**config.mk**
```make
export PLATFORM = sky130hd
export DESIGN_NAME = regbank_wb_ctrl
export DESIGN_NICKNAME = d
export VERILOG_FILES = /design/src/rtl/mips_rf_pkg.sv /design/src/rtl/regbank_wb_fifo.sv /design/src/rtl/regbank_wb_ctrl.sv
export SDC_FILE = /design/constraint.sdc
export NUM_CORES = 1
export LEC_CHECK = 0
export ABC_CLOCK_PERIOD_IN_PS = 3330
export CAP_MARGIN = 30
export CORE_ASPECT_RATIO = 1.5
export CORE_MARGIN = 8
export CORE_UTILIZATION = 51
export CTS_BUF_LIST = sky130_fd_sc_hd__clkbuf_16
export CTS_CLUSTER_DIAMETER = 40
export DETAILED_ROUTE_END_ITERATION = 8
export GPL_ROUTABILITY_DRIVEN = 0
export HOLD_SLACK_MARGIN = 0.15
export PLACE_DENSITY_LB_ADDON = 0.12
export REMOVE_ABC_BUFFERS = 1
export SYNTH_ARGS = -nofsm -noshare
export SYNTH_HDL_FRONTEND = slang
export SYNTH_SLANG_ARGS = --single-unit
```
**constraint.sdc**
```tcl
create_clock -name clk -period 3.33 [get_ports clk]
set_input_delay 0.666 -clock clk [delete_from_list [all_inputs] [get_ports clk]]
set_output_delay 0.666 -clock clk [all_outputs]
set_load 0.05 [all_outputs]
```
**src/rtl/mips_rf_pkg.sv**
```systemverilog
// Shared register-file types and widths for the 32x32 bank and its write-side sequencer.
package mips_rf_pkg;
  localparam int ADDR_W = 5;
  localparam int DATA_W = 32;
  localparam int NUM_REGS = 32;
  localparam logic [ADDR_W-1:0] REG_ZERO = 5'd0;

  typedef struct packed {
    logic [ADDR_W-1:0] dest;
    logic [DATA_W-1:0] data;
  } wb_entry_t;
endpackage

```
**src/rtl/regbank_wb_fifo.sv**
```systemverilog
// Dual-push / single-pop write queue, entries exposed oldest-first with a valid mask.
// Pushes into an empty queue flow straight to the pop port; WB_BYPASS_EN adds the data view.
module regbank_wb_fifo
  import mips_rf_pkg::*;
#(
  parameter int DEPTH = 4,
  localparam int PW = $clog2(DEPTH),
  localparam int CW = PW + 1
) (
  input  logic              clk,
  input  logic              rst_n,
  input  logic              push0,
  input  wb_entry_t         push0_entry,
  input  logic              push1,
  input  wb_entry_t         push1_entry,
  output logic              pop,
  output wb_entry_t         pop_entry,
  output logic [ADDR_W-1:0] ent_dest [DEPTH],
`ifdef WB_BYPASS_EN
  output logic [DATA_W-1:0] ent_data [DEPTH],
`endif
  output logic [DEPTH-1:0]  ent_vld,
  output logic [CW-1:0]     count
);

  wb_entry_t       mem [DEPTH];
  logic [PW-1:0]   rd_ptr;
  logic [PW-1:0]   wr_ptr;
  logic [PW-1:0]   wr_ptr_nxt1;
  logic [1:0]      n_push;
  logic [CW:0]     count_nxt;

  assign n_push      = {1'b0, push0} + {1'b0, push1};
  assign wr_ptr_nxt1 = wr_ptr + PW'(1);

  // Drain whenever anything is available, including this cycle's pushes.
  assign pop       = (count != '0) || push0 || push1;
  assign pop_entry = (count != '0) ? mem[rd_ptr] : (push0 ? push0_entry : push1_entry);
  assign count_nxt = {1'b0, count} + (CW + 1)'(n_push) - (CW + 1)'(pop);

  always_ff @(posedge clk) begin
    if (push0) mem[wr_ptr] <= push0_entry;
    if (push1) mem[push0 ? wr_ptr_nxt1 : wr_ptr] <= push1_entry;
  end

  always_ff @(posedge clk or negedge rst_n) begin
    if (!rst_n) begin
      rd_ptr <= '0;
      wr_ptr <= '0;
      count  <= '0;
    end else begin
      rd_ptr <= rd_ptr + PW'(pop);
      wr_ptr <= wr_ptr + PW'(n_push);
      count  <= count_nxt[CW-1:0];
    end
  end

  for (genvar k = 0; k < DEPTH; k++) begin : g_view
    logic [PW-1:0] idx;
    assign idx         = rd_ptr + PW'(k);
    assign ent_dest[k] = mem[idx].dest;
`ifdef WB_BYPASS_EN
    assign ent_data[k] = mem[idx].data;
`endif
    assign ent_vld[k]  = CW'(k) < count;
  end

  a_no_overflow: assert property (@(posedge clk) disable iff (!rst_n)
    count_nxt <= (CW + 1)'(DEPTH));

endmodule

```
**src/rtl/regbank_wb_ctrl.sv**
```systemverilog
// Write-side sequencer for the register bank: queues ALU/load results, one bank write per cycle.
// Empty-queue latency 1 cycle; alu_ready needs two free slots, loads never stall; WB_BYPASS_EN adds fwd_a/fwd_b.
module regbank_wb_ctrl
  import mips_rf_pkg::*;
#(
  parameter int DEPTH = 4
) (
  input  logic              clk,
  input  logic              rst_n,
  input  logic              alu_valid,
  output logic              alu_ready,
  input  logic [ADDR_W-1:0] alu_dest,
  input  logic [DATA_W-1:0] alu_data,
  input  logic              ld_valid,
  input  logic [ADDR_W-1:0] ld_dest,
  input  logic [DATA_W-1:0] ld_data,
  output logic              W,
  output logic [ADDR_W-1:0] AdrC,
  output logic [DATA_W-1:0] C,
  input  logic [ADDR_W-1:0] qa_adr,
  input  logic [ADDR_W-1:0] qb_adr,
  output logic              busy_a,
  output logic              busy_b,
`ifdef WB_BYPASS_EN
  output logic [DATA_W-1:0] fwd_a,
  output logic [DATA_W-1:0] fwd_b,
`endif
  output logic              empty
);

  localparam int CW = $clog2(DEPTH) + 1;

  wb_entry_t         ld_entry;
  wb_entry_t         alu_entry;
  wb_entry_t         pop_entry;
  logic              ld_push;
  logic              alu_push;
  logic              pop;
  logic              run;
  logic [CW-1:0]     count;
  logic [CW-1:0]     free;
  logic [ADDR_W-1:0] ent_dest [DEPTH];
  logic [DEPTH-1:0]  ent_vld;
  logic [DEPTH-1:0]  hit_a;
  logic [DEPTH-1:0]  hit_b;
  logic              w_hit_a;
  logic              w_hit_b;

  assign ld_entry  = '{dest: ld_dest, data: ld_data};
  assign alu_entry = '{dest: alu_dest, data: alu_data};

  // Writes to r0 are discarded here; the ALU handshake still completes.
  assign ld_push  = ld_valid && (ld_dest != REG_ZERO);
  assign alu_push = alu_valid && alu_ready && (alu_dest != REG_ZERO);

  // Two free slots keep room for a load arriving alongside the ALU result.
  assign free      = CW'(DEPTH) - count;
  assign alu_ready = run && (free >= CW'(2));

`ifdef WB_BYPASS_EN
  logic [DATA_W-1:0] ent_data [DEPTH];
`endif

  regbank_wb_fifo #(.DEPTH(DEPTH)) u_fifo (
    .clk         (clk),
    .rst_n       (rst_n),
    .push0       (ld_push),
    .push0_entry (ld_entry),
    .push1       (alu_push),
    .push1_entry (alu_entry),
    .pop         (pop),
    .pop_entry   (pop_entry),
    .ent_dest    (ent_dest),
`ifdef WB_BYPASS_EN
    .ent_data    (ent_data),
`endif
    .ent_vld     (ent_vld),
    .count       (count)
  );

  always_ff @(posedge clk or negedge rst_n) begin
    if (!rst_n) begin
      run  <= 1'b0;
      W    <= 1'b0;
      AdrC <= '0;
      C    <= '0;
    end else begin
      run <= 1'b1;
      W   <= pop;
      if (pop) begin
        AdrC <= pop_entry.dest;
        C    <= pop_entry.data;
      end
    end
  end

  for (genvar k = 0; k < DEPTH; k++) begin : g_hit
    assign hit_a[k] = ent_vld[k] && (ent_dest[k] == qa_adr);
    assign hit_b[k] = ent_vld[k] && (ent_dest[k] == qb_adr);
  end

  assign w_hit_a = W && (AdrC == qa_adr);
  assign w_hit_b = W && (AdrC == qb_adr);
  assign busy_a  = (qa_adr != REG_ZERO) && ((|hit_a) || w_hit_a);
  assign busy_b  = (qb_adr != REG_ZERO) && ((|hit_b) || w_hit_b);
  assign empty   = (count == '0) && !W;

`ifdef WB_BYPASS_EN
  // Entries are scanned oldest-first so the youngest match overrides; W is older than any entry.
  always_comb begin
    fwd_a = '0;
    fwd_b = '0;
    if (busy_a) begin
      if (w_hit_a) fwd_a = C;
      for (int k = 0; k < DEPTH; k++) begin
        if (hit_a[k]) fwd_a = ent_data[k];
      end
    end
    if (busy_b) begin
      if (w_hit_b) fwd_b = C;
      for (int k = 0; k < DEPTH; k++) begin
        if (hit_b[k]) fwd_b = ent_data[k];
      end
    end
  end
`endif

endmodule

```
==> metrics.txt, run 1 <==
crit start category=flip-flop; dpl ws=-0.0353 ns; register area share after synthesis=51.7%; DR vias/cell=5.95; Syn Std Cell Area=0.0108 mm²; Comb power frac=50.3%; CTS buffer count=17; number of synthesized register bits=194; GRT Total Usage=22.2%; Post-synth top cells=edfxtp_1 (148), mux2_2 (125), nand2_1 (111); status=finished, final reports clean; switching share of power=38.8%; Final ANT Viol Nets=0; Area growth syn-to-layout=25.4%; 1st-iter DRT viols=472; DRC=0; WL final=28.5 mm; input/output buffers=129; Worst Hold Class=reg2reg; async set-reset flop share out of synthesis=23.7%; Final setup viols=0; GR peak layer=met2; Clock power frac=16.7%; Die Y=194 µm; Skew-Pair Late Insertion Delay=0.44 ns; crit-path max FO=10; # clock sinks=194; vias=7377; Initial DRT Pass Iterations=5; post-synthesis adder-cell area fraction=1.69%; Die X=135 µm; P_int=0.00737 W; maximum clock path buffer count=2; Top Ports=130; YS warnings=0; Top FF cell, synth=edfxtp_1; CTS tree=built; count leader, synth=edfxtp_1; Cell Rows=65; Worst R2R Setup Slack=0.42 ns; compound-cell area share of the yosys netlist=4.92%; switching power=0.00468 W; critical path arrival=2.63 ns; top cells by area, synth=edfxtp_1 (41%), mux2_2 (13%), mux4_2 (11%); largest net degree at the start of global routing=75; routed length per instance=23.0 µm; Slew headroom=45.6%; fmax=0.303 GHz; NumNets Final=1061; Cell variety after synth=38; Core Region=0.0209 mm²; Post-Synth Simple-Gate Area=7.24%; final hold viol count=0; H-tree depth=4; Peak VDD IR=0.483 mV; max-cap check violation count=0; top cell type's share of synthesized area=41.1%; GR Overflow Total=0; hpwl dp=18.8 mm; RSZ-0062 raised after global routing=true; Final min period=3.30 ns; Seq pwr share=33.0%; Mapped Avg Cell Area=13.3 µm²; grt met1 use=25.6%; slack of the critical path=0.0321 ns; clock root buffer=clkbuf_16; Final Non-Filler Cells=1240; Synth area leader=edfxtp_1; vias in the first global route=8015; n_diodes=0; placed insts=1192; cell count after synthesis=811; met2 Use GR=39.1%; WS Path Type=reg2out; layout cell share with drive strength beyond 1=32.2%; skew final=0.0117 ns; global-route wire length before repair=44.5 mm; CTS clk-pin slew, worst paths=0.07 ns; CP endpoint kind=output pin; Worst Tran Pin Value=0.815 ns; antenna violations before repair=0; Initial Utilization=51.8%; Post-Synth XOR/XNOR Area=4.45%; EDFF count, synth=148; Final Cycle Share=99.0%; largest family of logic cells by synthesized area=multiplexers; Static Leak=4.84 nW; mux share of post-synthesis cell area=26.6%; Slew Viols, Final=0; pwr dens=888 mW/mm²; Die ar.=0.0262 mm²; grt met3 use=4.78%; Required @ worst endpoint=2.66 ns
-- per-layer routing --
| metal | vias up | wire, µm | part of all wire, % |
|---|---|---|---|
| li1 | 3347 | - | - |
| met3 | 39 | 1600 | 5.6 |
| met2 | 261 | 15200 | 53 |
| met1 | 3730 | 11100 | 39 |
| met5 | - | 0 | 0 |
| met4 | 0 | 676 | 2.4 |
-- cell type report --
class | count | area, µm²
Inverter | 12 | 45.0
Clock inverter | 15 | 143
Fill cell | 1508 | 7330
Multi-Input combinational cell | 542 | 5010
Tap cell | 268 | 335
Clock buffer | 17 | 425
Sequential cell | 194 | 5600
Timing Repair Buffer | 192 | 2020
-- stage by stage --
step                      area [µm²]  power, W  utilization, %  TNS [ns]  hold slack [ns]
after global routing           13600    0.0127            64.9   -0.0853            0.508
after floorplan                10500   0.00777               -   -558.61            0.370
after detailed placement       12700   0.00980            60.9   -0.0353            0.471
after CTS                      13400    0.0120            64.1         0            0.429
final                          13600    0.0121            64.9         0            0.477
after global placement         12700   0.00964            60.9         0            0.464
-- sequential cells by signal (all words and copies together) (netlist names) --
register,cells
u_fifo.wr_ptr,2
AdrC,5
u_fifo.rd_ptr,2
C,32
u_fifo.mem,148
W,1
u_fifo.count,3
run,1
-- placed cells by master (no fill, tap or decap), types with 26 or more instances in the layout --
cell type / netlist / final
o21ai_0: 64 / 64
nand2_1: 111 / 108
mux4_2: 52 / 52
nand3_1: 35 / 35
dfrtp_1: 46 / 44
clkdlybuf4s50_1: 0 / 125
xnor2_1: 32 / 26
edfxtp_1: 148 / 148
buf_4: 8 / 42
mux2_2: 125 / 125
-- power groups by stage --
stage	Sequential [W]	Clock, W	Combinational (W)
after global routing	0.00405	0.00213	0.00647
final	0.00398	0.00201	0.00606
after CTS	0.00399	0.00204	0.00593
after global placement	0.00406	0	0.00558
after detailed placement	0.00412	0	0.00568
after floorplan	0.00496	0	0.00282
-- critical path: stages, from the launching register on --
cell,delay (ns)
dfrtp_4,0.53
buf_6,0.16
buf_6,0.15
mux4_2,0.35
xnor2_2,0.18
nand4_1,0.16
nor3_1,0.21
a31oi_1,0.09
a21oi_2,0.20
buf_12,0.16
-- cell families (layout without fill, tap and decap cells) --
family,after synthesis,in the layout
AOI/OAI and AO/OA,90,90
adders and majority gates,14,14
buffers and inverters,75,236
and+or+nand+nor,182,182
muxes,200,200
xor gates and xnor gates,55,55
DFF,194,194
other,1,1
-- repair_timing --
action / CTS / global route
hold buffers: 0 / 1
endpoints found under the setup margin: 2 / 2
pin swaps: 1 / 12
endpoints found under the hold margin: 0 / 11
buffers inserted: 8 / 6
gates resized for setup: 5 / 19
-- path summary, 6_finish.rpt --
path,startpoint,to,cells after the start
worst max register to register,u_fifo.count[1]$_DFF_PN0_,u_fifo.count[2]$_DFF_PN0_,12
worst max-delay path,u_fifo.rd_ptr[1]$_DFF_PN0_,busy_b,9
min in group asynchronous,rst_n,C[16]$_DFFE_PN0N_,2
worst min register to register,C[0]$_DFFE_PN0N_,C[0]$_DFFE_PN0N_,2
worst min-delay path,C[0]$_DFFE_PN0N_,C[0]$_DFFE_PN0N_,2
max in group asynchronous,rst_n,C[10]$_DFFE_PN0N_,4
(Power assumes the default switching activity.)
==> run 2, diff against run 1 <==
--- a/config.mk
+++ b/config.mk
@@ -20,3 +20,4 @@
 export SYNTH_ARGS = -nofsm -noshare
 export SYNTH_HDL_FRONTEND = slang
 export SYNTH_SLANG_ARGS = --single-unit
+export TNS_END_PERCENT = 50
==> run 2 against run 1 <==
Against the previous run:
- register-to-register slack hardly changed
- flip-flop and latch count stayed put
- clock-buffer cell count stayed put
- critical endpoint unchanged
- largest cell class unchanged
==> metrics.txt, run 2 (synthesis gave the netlist of run 1 again) <==
status=finished, final reports clean; placed insts=1192 (unchanged); Multi-input gate area=0.00501 mm² (unchanged); Static Leak=4.84 nW (unchanged); CTS tree=built; # clock sinks=194 (unchanged); Area growth syn-to-layout=25.4% (unchanged); critical path arrival=2.63 ns (about the same); final hold viol count=0 (unchanged); NumNets Final=1061 (unchanged); biggest regs=u_fifo.mem x148, C x32, AdrC x5; CTS buffer count=17 (unchanged); input/output buffers=129 (unchanged); 1st-iter DRT viols=485 (+2.8%); maximum clock path buffer count=2 (unchanged); vias in the first global route=8015 (unchanged); Worst Tran Pin Value=0.814 ns (-0.00177 ns); fillers=1508 (unchanged); layout cell share with drive strength beyond 1=32.2% (unchanged); skew final=0.0110 ns (-0.000691 ns); Final setup viols=0 (unchanged); pwr dens=888 mW/mm² (about the same); GRT Total Usage=22.2% (unchanged); cell area after layout=0.0136 mm² (unchanged); max-cap check violation count=0 (unchanged); largest net degree at the start of global routing=75 (unchanged); Cell Rows=65 (unchanged); GR Overflow Total=0 (unchanged); fmax=0.303 GHz (about the same); Final Non-Filler Cells=1240 (unchanged); sequential cell area=0.00560 mm² (unchanged); Peak VDD IR=0.483 mV (about the same); most frequent cells in the layout=edfxtp_1 (148), mux2_2 (125), clkdlybuf4s50_1 (125); Final min period=3.30 ns (+0.00190 ns); Required @ worst endpoint=2.66 ns (about the same); Slew headroom=45.8% (+0.12 points); Skew-Pair Late Insertion Delay=0.44 ns (about the same); Die ar.=0.0262 mm² (unchanged); global-route wire length before repair=44.5 mm (unchanged); Final Cycle Share=99.1% (about the same); WL final=28.5 mm (about the same); clock root buffer=clkbuf_16; Initial Utilization=51.8% (unchanged); Die Y=194 µm (unchanged); DR vias/cell=5.92 (-0.47%); Initial DRT Pass Iterations=5 (unchanged); WS Path Type=reg2out; Die X=135 µm (unchanged); Final ANT Viol Nets=0 (unchanged); Core Region=0.0209 mm² (unchanged); antenna violations before repair=0 (unchanged); Worst Hold Class=reg2reg; routed length per instance=23.0 µm (about the same); hpwl dp=18.8 mm (unchanged); Top Ports=130 (unchanged); CP endpoint kind=output pin; max reg flops=148 (unchanged); H-tree depth=4 (unchanged); most common cell after layout, fill and taps aside=edfxtp_1; Largest Register=u_fifo.mem; RSZ-0062 raised after global routing=true; DRC=0 (unchanged); crit-path max FO=6 (-4); Slew Viols, Final=0 (unchanged); CTS clk-pin slew, worst paths=0.07 ns (about the same); n_diodes=0 (unchanged); vias=7342 (-0.47%); Post-Place Cell Area=0.0127 mm² (unchanged); crit start category=flip-flop; setup_tns=0 ns (unchanged)
-- run 2: cell counts in the layout (fill, tap and decap cells not counted) --
No cell type changed its count.
-- run 2: layout make-up --
type,instances,share of cell area [%]
Tap cell,268,2.47
Inverter,12,0.332
Timing Repair Buffer,192,14.8
Clock inverter,15,1.05
Multi-Input combinational cell,542,36.9
Sequential cell,194,41.3
Clock buffer,17,3.13
-- run 2: worst paths after layout --
path | cells past startpoint | startpoint | to | slack (ns)
max | 7 | u_fifo.rd_ptr[1]$_DFF_PN0_ | busy_b | 0.03
min | 2 | C[0]$_DFFE_PN0N_ | C[0]$_DFFE_PN0N_ | 0.48
max reg2reg | 12 | u_fifo.count[1]$_DFF_PN0_ | u_fifo.count[2]$_DFF_PN0_ | 0.43
min reg2reg | 2 | C[0]$_DFFE_PN0N_ | C[0]$_DFFE_PN0N_ | 0.48
max in group asynchronous | 4 | rst_n | C[10]$_DFFE_PN0N_ | 1.93
min in group asynchronous | 2 | rst_n | run$_DFF_PN0_ | 0.67
-- run 2: timing repair --
item / CTS / global route
buffers inserted: 8 / 6
hold endpoints to repair: 0 / 11
hold buffers: 0 / 1
pin swaps: 1 / 12
endpoints found under the setup margin: 2 / 2
resized for setup: 5 / 19
-- run 2: per-stage QoR --
stage                     setup slack, ns  hold slack [ns]  power, W  utilization [%]
after floorplan                     -2.49            0.370   0.00777                -
after global placement            0.00668            0.464   0.00964             60.9
after detailed placement          -0.0353            0.471   0.00980             60.9
after CTS                          0.0111            0.429    0.0120             64.1
after global routing              -0.0460            0.508    0.0127             64.9
final                              0.0302            0.477    0.0120             64.9
-- run 2: worst max-delay path, stage by stage (launching register included) --
cell	delay, ns
dfrtp_4	0.53
buf_4	0.16
mux4_2	0.45
xor2_1	0.17
nor4_2	0.36
a31oi_1	0.17
a21oi_2	0.21
buf_12	0.16
-- run 2: per-layer routing --
metal	track usage, %	share of wire [%]
met4	8.59	2.3
met1	25.6	39
met5	0	0
met3	4.78	5.2
met2	39.1	53
-- run 2: report_power, final --
group,switching [W],leakage [nW],internal [W]
Sequential,0.000402,1.90,0.00358
Clock,0.000908,0.273,0.00110
Combinational,0.00337,2.67,0.00270
==> run 3, diff against run 2 <==
--- a/config.mk
+++ b/config.mk
@@ -17,6 +17,7 @@
 export HOLD_SLACK_MARGIN = 0.15
 export PLACE_DENSITY_LB_ADDON = 0.12
 export REMOVE_ABC_BUFFERS = 1
+export SETUP_SLACK_MARGIN = 0.05
 export SYNTH_ARGS = -nofsm -noshare
 export SYNTH_HDL_FRONTEND = slang
 export SYNTH_SLANG_ARGS = --single-unit
==> constraint.sdc (replaced) <==
create_clock -name clk -period 3.33 [get_ports clk]
set_input_delay 0.666 -clock clk [delete_from_list [all_inputs] [get_ports clk]]
set_output_delay 0.666 -clock clk [all_outputs]
set_load 0.1 [all_outputs]
==> run 3 against run 2 <==
Against the previous run:
- the flow now finishes with violations (negative setup slack)
- clock-buffer cell count did not move
- clock power rose by 2%
- sequential power rose by 1%
- via count fell by 0.11%
- critical path type unchanged
- largest cell class unchanged
==> metrics.txt, run 3 (synthesis gave the netlist of run 1 again) <==
DR vias/cell=5.93 (+0.13%); clock root buffer=clkbuf_16; global-route wire length before repair=45.2 mm (+1.5%); RSZ-0062 raised after global routing=true; dpl ws=-0.0719 ns (-0.0366 ns); P_int=0.00741 W (+0.46%); Top Ports=130 (unchanged); Peak VDD IR=0.578 mV (+20%); most frequent cells in the layout=edfxtp_1 (148), mux2_2 (125), nand2_1 (108); Core Region=0.0209 mm² (unchanged); largest net degree at the start of global routing=75 (unchanged); Worst Hold Class=reg2reg; Die ar.=0.0262 mm² (unchanged); DRC=0 (unchanged); H-tree depth=4 (unchanged); GRT Total Usage=22.4% (+0.20 points); Die X=135 µm (unchanged); Initial Utilization=51.8% (unchanged); CP endpoint kind=output pin; Final ANT Viol Nets=0 (unchanged); skew final=0.00478 ns (-0.00619 ns); Skew-Pair Late Insertion Delay=0.44 ns (about the same); failing checks=negative setup slack; fillers=1550 (+2.8%); Final setup viols=2 (+2); slack of the critical path=-0.0231 ns (-0.0533 ns); max-cap check violation count=0 (unchanged); setup_tns=-0.0349 ns (-0.0349 ns); Power, Total=0.0131 W (+8.7%); Final min period=3.35 ns (+0.0533 ns); max reg flops=148 (unchanged); critical path arrival=2.69 ns (+0.06 ns); hpwl dp=19.0 mm (+0.86%); Initial DRT Pass Iterations=4 (-1); cell family with most CP delay=multiplexers; fmax=0.298 GHz (-1.6%); Clock power frac=15.7% (-0.9 points); 1st-iter DRT viols=510 (+5.2%); Slew Viols, Final=0 (unchanged); antenna violations before repair=0 (unchanged); critical path's slowest cell=mux4_2; Final Cycle Share=101% (+1.6 points); Final Non-Filler Cells=1237 (-0.24%); placed insts=1192 (unchanged); final hold viol count=0 (unchanged); CTS tree=built; crit start category=flip-flop; crit path cell chain=buf_12 > mux4_2 > xnor2_2 > nand4_1 > nor3_2 > a31oi_1 > a21oi_2 > buf_12; layout cell share with drive strength beyond 1=36.3% (+4.1 points); CP most frequent cell=buf_12; CP bufs+invs=2 (unchanged); Post-Place Cell Area=0.0126 mm² (-0.67%); switching power=0.00569 W (+22%); vias=7334 (-0.11%); status=finished with violations; vias in the first global route=8011 (-0.050%); CTS buffer count=17 (unchanged); Slew headroom=46.3% (+0.55 points); slowest stage delay, CP=0.59 ns (+0.06 ns); switching share of power=43.5% (+4.6 points); Static Leak=4.93 nW (+1.8%); most common cell after layout, fill and taps aside=edfxtp_1; WS Path Type=reg2out; GR Overflow Total=0 (unchanged); NumNets Final=1058 (-0.28%); CTS clk-pin slew, worst paths=0.07 ns (about the same); Worst Tran Pin Value=0.805 ns (-0.00826 ns); Comb power frac=53.7% (+3.4 points); input/output buffers=129 (unchanged); WL final=28.8 mm (+0.95%); Largest Register=u_fifo.mem; Die Y=194 µm (unchanged); crit-path max FO=7 (+1); Seq pwr share=30.7% (-2.3 points); biggest regs=u_fifo.mem x148, C x32, AdrC x5; n_diodes=0 (unchanged); Cell Rows=65 (unchanged); pwr dens=968 mW/mm² (+9.1%); Required @ worst endpoint=2.66 ns (about the same); maximum clock path buffer count=2 (unchanged); # clock sinks=194 (unchanged); Area growth syn-to-layout=25.0%; cell area after layout=0.0135 mm² (-0.30%); routed length per instance=23.3 µm (+1.2%)
-- run 3: final timing paths --
check                                                 from                        end  slack, ns  cells past startpoint
worst min register to register           C[26]$_DFFE_PN0N_          C[26]$_DFFE_PN0N_       0.48                      2
max in group asynchronous                            rst_n          C[10]$_DFFE_PN0N_       1.98                      4
worst max-delay path            u_fifo.rd_ptr[0]$_DFF_PN0_                     busy_b      -0.02                      8
worst max register to register   u_fifo.count[1]$_DFF_PN0_  u_fifo.count[2]$_DFF_PN0_       0.49                     12
min in group asynchronous                            rst_n          C[17]$_DFFE_PN0N_       0.64                      2
worst min-delay path                     C[26]$_DFFE_PN0N_          C[26]$_DFFE_PN0N_       0.48                      2
-- run 3: repair_timing --
action                                  in CTS  in global routing
hold buffers                                 0                  1
endpoints found under the setup margin       2                  2
buffers inserted                             9                  1
gates cloned                                 0                  1
pin swaps                                    5                 11
endpoints found under the hold margin        0                  9
gates resized for setup                      9                 16
-- run 3: through the flow --
stage	util, %	hold slack, ns
2_1_floorplan	-	0.370
3_3_place_gp	60.5	0.464
3_5_place_dp	60.5	0.472
4_1_cts	64.0	0.385
5_1_grt	64.7	0.512
6_report	64.7	0.482
-- run 3: layout make-up --
cell class | count | area (µm²) | area share (%)
Tap cell | 268 | 335 | 2.48
Sequential cell | 194 | 5600 | 41.4
Multi-Input combinational cell | 542 | 5040 | 37.3
Clock buffer | 17 | 425 | 3.14
Inverter | 12 | 45.0 | 0.333
Timing Repair Buffer | 189 | 1930 | 14.3
Clock inverter | 15 | 150 | 1.11
-- run 3: worst reg2reg max path, cell delays in order (launching register included) --
cell and delay, ns:
dfrtp_1 0.45, inv_1 0.10, ha_1 0.19, ha_2 0.25, a21boi_0 0.26, o211ai_1 0.21
inv_1 0.13, ha_1 0.19, inv_1 0.06, ha_1 0.26, inv_1 0.05, fa_1 0.43
xnor2_1 0.14
-- run 3: layer usage --
layer  global-route usage [%]  wire length (µm)  vias to the layer above
met4                     8.55               604                        0
met5                        0                 0                        -
met1                     26.6             11600                     3727
met3                     4.03              1350                       42
met2                     39.2             15200                      231
li1                         -                 -                     3334
-- run 3: power groups by stage --
stage,clock (W),sequential (W),combinational (W)
after global routing,0.00218,0.00410,0.00747
after detailed placement,0,0.00414,0.00663
after global placement,0,0.00408,0.00653
after CTS,0.00209,0.00401,0.00695
final,0.00205,0.00402,0.00703
after floorplan,0,0.00584,0.00292
